## config.mk

```make
export PLATFORM = sky130hd
export DESIGN_NAME = mux_16to1
export DESIGN_NICKNAME = d
export VERILOG_FILES = /design/src/rtl/mux_16to1.sv
export SDC_FILE = /design/constraint.sdc
export NUM_CORES = 1
export LEC_CHECK = 0
export CAP_MARGIN = 15
export CELL_PAD_IN_SITES_DETAIL_PLACEMENT = 1
export CELL_PAD_IN_SITES_GLOBAL_PLACEMENT = 1
export CORE_MARGIN = 3
export CORE_UTILIZATION = 24
export DETAILED_ROUTE_END_ITERATION = 6
export PLACE_DENSITY = 0.83
export SETUP_SLACK_MARGIN = 0.15
export SYNTH_ARGS = -nofsm -noshare
export SYNTH_HDL_FRONTEND = slang
export SYNTH_SLANG_ARGS = --single-unit
```

## constraint.sdc

```tcl
create_clock -name clk -period 2.1 [get_ports clk]
set_clock_uncertainty 0.2 [all_clocks]
set_input_delay 0.315 -clock clk [delete_from_list [all_inputs] [get_ports clk]]
set_output_delay 0.315 -clock clk [all_outputs]
set_load 0.1 [all_outputs]
```

## src/rtl/mux_16to1.sv

```systemverilog
// 16-way lane selector with optional output register.
// Lane k occupies In[k*DATA_W +: DATA_W]; lane 0 is the LSB lane.
module mux_16to1 #(
    parameter int DATA_W  = 1,
    parameter bit OUT_REG = 1'b1
) (
    input  logic                 clk,
    input  logic                 rst_n,
    input  logic                 in_valid,
    input  logic [16*DATA_W-1:0] In,
    input  logic [3:0]           Sel,
    output logic [DATA_W-1:0]    Out,
    output logic                 out_valid,
    output logic [3:0]           out_sel
);

    logic [DATA_W-1:0] lanes [16];
    logic [DATA_W-1:0] sel_data;

    for (genvar k = 0; k < 16; k++) begin : g_lane
        assign lanes[k] = In[k*DATA_W +: DATA_W];
    end

    assign sel_data = lanes[Sel];

    if (OUT_REG) begin : g_reg
        // Out/out_sel hold while idle; only out_valid drops.
        always_ff @(posedge clk or negedge rst_n) begin
            if (!rst_n) begin
                Out       <= '0;
                out_sel   <= '0;
                out_valid <= 1'b0;
            end else begin
                out_valid <= in_valid;
                if (in_valid) begin
                    Out     <= sel_data;
                    out_sel <= Sel;
                end
            end
        end
    end else begin : g_comb
        logic unused_clk_rst;
        assign unused_clk_rst = &{1'b0, clk, rst_n};
        assign Out       = sel_data;
        assign out_sel   = Sel;
        assign out_valid = in_valid;
    end

endmodule

```

After elaboration in Yosys (flattened, before gate mapping)
Index checks and enable logic that the tools add are counted.
{"block": "totals", "reg_bits": 6, "word_cells": 8}
{"block": "op_classes", "n_lt_le_gt_ge": 1, "n_mux": 3, "bitwise": 1}
{"operator": "5-bit greater-or-equal comparator, second input constant", "n": 1}
{"operator": "4-bit NOT with 5-bit output", "n": 1}
{"operator": "1-bit binary-select mux with 4-bit select", "n": 1}
{"operator": "1-bit 2-to-1 mux", "n": 2}

Depth between registers and ports, before layout
{"block": "depth", "ltp_word": 4, "mapped_depth": 4, "depth_no_buf": 4}

Least setup slack after synthesis
Ideal clock, no wire load.
{"block": "synth_timing", "path_kind": "in2reg", "startpoint": "in Sel[0]", "endpoint": "reg Out", "setup_ns": 0.126, "arrival_time_ns": 1.280, "required_ns": 1.774, "slack_ns": 0.494, "stages": 4, "n_path_buf": 0, "path_cell_list": "mux4_1 -> mux2i_1 -> mux2i_1 -> mux2_4"}
{"block": "synth_via", "elab_chain_cells": 4}
{"item": "start, declared", "line_no": "11", "rtl": "input logic [3:0] Sel,"}
{"item": "4-bit NOT with 5-bit output (implied by the code)", "line_no": "24", "rtl": "assign sel_data = lanes[Sel];"}
{"item": "1-bit binary-select mux with 4-bit select", "line_no": "24"}
{"item": "1-bit 2-to-1 mux (implied by the code) (2 in series)", "line_no": "24"}
{"item": "end signal, assigned", "line_no": "36", "rtl": "Out <= sel_data;"}
{"item": "end, declared", "line_no": "12", "rtl": "output logic [DATA_W-1:0] Out,"}
Every way passes these cells. The select of a mux whose other input is x is not followed.
A chain may end at the register's enable or synchronous reset.

Final worst setup path
{"block": "layout_timing", "startpoint": "in In[9]", "endpoint": "reg Out"}
{"block": "layout_via", "elab_chain_cells": 3}
{"item": "start, declared", "line_no": "10", "rtl": "input logic [16*DATA_W-1:0] In,"}
{"item": "1-bit binary-select mux with 4-bit select", "line_no": "24"}
{"item": "1-bit 2-to-1 mux (implied by the code) (2 in series)", "line_no": "24"}
Every way passes these cells. The select of a mux whose other input is x is not followed.

==> impl_metrics.prom <==
# TYPE chip_impl_metric gauge
chip_impl_metric{name="tightest_slew",unit="ns"} 0.2732
chip_impl_info{name="crit_family",value="multiplexers"} 1
chip_impl_metric{name="grt_util_all_layers",unit="%"} 11.80
chip_impl_metric{name="fin_crit_sh",unit="%"} 85.83
chip_impl_metric{name="synth.area.mux_share",unit="%"} 56.52
chip_impl_info{name="commonest_cells_after_routing_fill_and_taps_aside",value="sky130_fd_sc_hd__clkdlybuf4s50_1 (20), sky130_fd_sc_hd__buf_4 (8), sky130_fd_sc_hd__dfrtp_1 (6), sky130_fd_sc_hd__mux2_2 (4), sky130_fd_sc_hd__mux4_1 (4)"} 1
chip_impl_metric{name="top_level_ports",unit=""} 29
chip_impl_metric{name="synth_adder_area_share",unit="%"} 0
chip_impl_metric{name="worstRegToRegCells",unit=""} 1
chip_impl_info{name="status",value="complete, no violations"} 1
chip_impl_metric{name="syn_inst",unit=""} 18
chip_impl_metric{name="global_route_wire_length_before_repair",unit="um"} 1531
chip_impl_metric{name="layout.nets",unit=""} 76
chip_impl_info{name="layout_commonest_cell",value="sky130_fd_sc_hd__clkdlybuf4s50_1"} 1
chip_impl_metric{name="cts.sink_count",unit=""} 6
chip_impl_info{name="rsz0062_at_grt",value="false"} 1
chip_impl_metric{name="setup.reg_to_reg.worst_slack",unit="ns"} 1.13
chip_impl_metric{name="fraction_of_final_layout_cells_with_drive_strength_greater_than_1",unit="%"} 31.37
chip_impl_info{name="synth_top_area_cell",value="sky130_fd_sc_hd__dfrtp_1"} 1
chip_impl_metric{name="floorplan.initialDensity",unit="%"} 26.21
chip_impl_metric{name="netlist.area_leader.share",unit="%"} 43.48
chip_impl_metric{name="comb_power_share",unit="%"} 45.5
chip_impl_metric{name="grt_antenna_before_repair",unit=""} 0
chip_impl_metric{name="internal_power",unit="uW"} 272.3
chip_impl_metric{name="share_of_the_yosys_chip_area_belonging_to_registers",unit="%"} 43.48
chip_impl_metric{name="cts_inserted_buffers",unit=""} 3
chip_impl_metric{name="cts.reportedPaths.clkPinSlew",unit="ns"} 0.04
chip_impl_metric{name="fin_total_pwr",unit="uW"} 440.2
chip_impl_info{name="worst_hold_path_type",value="in2async"} 1
chip_impl_metric{name="fmax",unit="MHz"} 554.8
chip_impl_metric{name="power.sequential.fraction",unit="%"} 30.8
chip_impl_metric{name="yosys_register_bits",unit=""} 6
chip_impl_metric{name="power_density",unit="nW/um^2"} 662.6
chip_impl_info{name="post_synth_main_area_contributors",value="sky130_fd_sc_hd__dfrtp_1 (43%), sky130_fd_sc_hd__mux4_1 (30%), sky130_fd_sc_hd__mux2_2 (13%), sky130_fd_sc_hd__mux2i_1 (8.7%), sky130_fd_sc_hd__mux2_4 (4.3%)"} 1
chip_impl_metric{name="critPathRequiredTime",unit="ns"} 2.02
chip_impl_metric{name="num_rows",unit=""} 13
chip_impl_metric{name="via_count",unit=""} 326
chip_impl_metric{name="core_region",unit="um^2"} 1318
chip_impl_metric{name="post-dp-hpwl",unit="um"} 874.9
chip_impl_metric{name="cts_buffer_depth",unit=""} 2
chip_impl_metric{name="grt_start_max_net_pins",unit=""} 7
chip_impl_metric{name="chipWidth",unit="um"} 43.93
chip_impl_metric{name="clockPowerShare",unit="%"} 23.8
chip_impl_metric{name="critical_path.max_stage_delay",unit="ns"} 0.51
chip_impl_metric{name="final-hold-violation-count",unit=""} 0
chip_impl_info{name="synth_top_family_by_area",value="multiplexers"} 1
chip_impl_metric{name="power.switching",unit="uW"} 167.9
chip_impl_metric{name="portBuffers",unit=""} 28
chip_impl_metric{name="mean_instance_size_in_the_synthesized_netlist",unit="um^2"} 19.19
chip_impl_metric{name="report.final.setup_viol",unit=""} 0
chip_impl_metric{name="yosys.cell_types.count",unit=""} 5
chip_impl_info{name="worstReg2RegStart",value="Out$_DFFE_PN0P_"} 1
chip_impl_metric{name="grt-ovfl-total",unit=""} 0
chip_impl_metric{name="drt-total-wl",unit="um"} 959
chip_impl_info{name="critical_path.most_common_cell",value="sky130_fd_sc_hd__mux2i_1"} 1
chip_impl_metric{name="critical_path_arrival",unit="ns"} 1.73
chip_impl_metric{name="static-leakage-power",unit="uW"} 0.0002948
chip_impl_info{name="critical-path-slowest-cell",value="sky130_fd_sc_hd__mux4_1"} 1
chip_impl_metric{name="critPathMaxFanout",unit=""} 1
chip_impl_metric{name="timing.max_slew.rel_slack",unit="%"} 81.73
chip_impl_info{name="rr_endpoint",value="Out$_DFFE_PN0P_"} 1
chip_impl_metric{name="antenna_cells",unit=""} 0
chip_impl_metric{name="clk-insertion-delay-late",unit="ns"} 0.24
chip_impl_metric{name="fin_crit",unit="ns"} 1.802
chip_impl_metric{name="synth_simple_gate_area_share",unit="%"} 0
chip_impl_metric{name="postSynthNetCount",unit=""} 41
chip_impl_metric{name="cts_setup_buffers",unit=""} 0
chip_impl_metric{name="wire_per_inst",unit="um"} 14.53
chip_impl_metric{name="drt_pass1_iterations",unit=""} 1
chip_impl_info{name="path_cells",value="clkdlybuf4s50_1 > mux4_1 > mux2i_1 > mux2i_1 > mux2_4"} 1
chip_impl_metric{name="path_buf_inv",unit=""} 1
chip_impl_metric{name="routabilityCongestion",unit=""} 0.7075
chip_impl_metric{name="post-route-drc-count",unit=""} 0
chip_impl_info{name="critPathKind",value="in2reg"} 1
chip_impl_info{name="tritoncts",value="yes"} 1
chip_impl_metric{name="die_area",unit="um^2"} 1930
chip_impl_metric{name="synth.cell_area",unit="um^2"} 345.3
chip_impl_metric{name="finalMaxSlewViolations",unit=""} 0
chip_impl_metric{name="die_h",unit="um"} 43.93
chip_impl_metric{name="via_count_of_the_first_global_routing_pass",unit=""} 385
chip_impl_metric{name="yosys_warnings",unit=""} 0
chip_impl_metric{name="area_growth_syn_to_layout",unit="%"} 92.39
chip_impl_info{name="worst_setup_path_end_kind",value="register"} 1
chip_impl_metric{name="ant_nets",unit=""} 0
chip_impl_info{name="crit_path_start_kind",value="input port"} 1
chip_impl_metric{name="via_cell_ratio",unit=""} 4.939
chip_impl_metric{name="cap_viol_max_count",unit=""} 0
chip_impl_metric{name="power.ir.vdd_worst",unit="mV"} 0.2026
chip_impl_metric{name="fillCellCount",unit=""} 141
chip_impl_info{name="root_buffer",value="sky130_fd_sc_hd__clkbuf_4"} 1
chip_impl_metric{name="synth_xor_xnor_area_share",unit="%"} 0
chip_impl_metric{name="final_core_util",unit="%"} 50.43
chip_impl_metric{name="synth_compound_area_share",unit="%"} 0
chip_impl_metric{name="cts_max_level",unit=""} 1
chip_impl_metric{name="drt-initial-drc-count",unit=""} 0
chip_impl_metric{name="sw_frac_of_total",unit="%"} 38.15
-- flip-flops by register name, summed over array words and instances, names as in the netlist --
name       cells
out_sel        4
out_valid      1
Out            1
-- repair_timing --
item | in CTS | in global routing
hold buffers | 0 | 0
endpoints found under the setup margin | 1 | 0
resized for setup | 2 | 0
-- synth_stat cells --
cell type and number:
sky130_fd_sc_hd__mux2_4 1, sky130_fd_sc_hd__mux4_1 4, sky130_fd_sc_hd__dfrtp_1 6, sky130_fd_sc_hd__mux2i_1 3
sky130_fd_sc_hd__mux2_2 4
-- cell families (layout without fill, tap and decap cells) --
| logic type | count (synthesis) | count (layout) |
|---|---|---|
| buf+inv | 0 | 33 |
| flops | 6 | 6 |
| mux | 12 | 12 |
-- worst max-delay path by stage --
stage | from | endpoint | slack (ns) | depth (start not counted)
after floorplan | Sel[0] | Out$_DFFE_PN0P_ | 0.49 | 4
after global placement | Sel[0] | Out$_DFFE_PN0P_ | -0.15 | 5
after detailed placement | Sel[0] | Out$_DFFE_PN0P_ | -0.21 | 5
after CTS | In[9] | Out$_DFFE_PN0P_ | 0.28 | 5
after global routing | Sel[1] | Out$_DFFE_PN0P_ | 0.25 | 5
final | In[9] | Out$_DFFE_PN0P_ | 0.30 | 5
-- final cells by class --
class | instances | area [um^2] | share of cell area, %
Timing Repair Buffer | 30 | 277.8 | 41.81
Multi-Input combinational cell | 12 | 195.2 | 29.38
Sequential cell | 6 | 150.1 | 22.60
Clock buffer | 3 | 22.52 | 3.390
Tap cell | 15 | 18.77 | 2.825
-- metal layers --
metal  track usage [%]  wire [um]
met1             10.46        341
met2             19.77        462
met3             4.979        140
met4             10.84         14
met5                 0          0
-- power by group through the flow --
stage                     logic, uW  clock network, uW  registers (uW)
final                           200                105             135
after floorplan                32.2                  0             229
after global placement          200                  0             136
after global routing            208                112             137
after detailed placement        204                  0             138
after CTS                       203                110             136
-- metrics by stage --
stage	setup WS (ns)	hold slack, ns	area, um^2	TNS [ns]	instances
6_report	0.2976	0.1135	664.4	0	66
5_1_grt	0.2479	0.1354	664.4	0	66
4_1_cts	0.2821	0.1181	664.4	0	66
3_5_place_dp	-0.2060	0.3001	644.4	-0.2060	63
3_3_place_gp	-0.1509	0.2939	644.4	-0.1509	63
2_1_floorplan	0.4940	-0.1806	345.3	0	18
No activity file was read; power rests on OpenSTA's default activity.
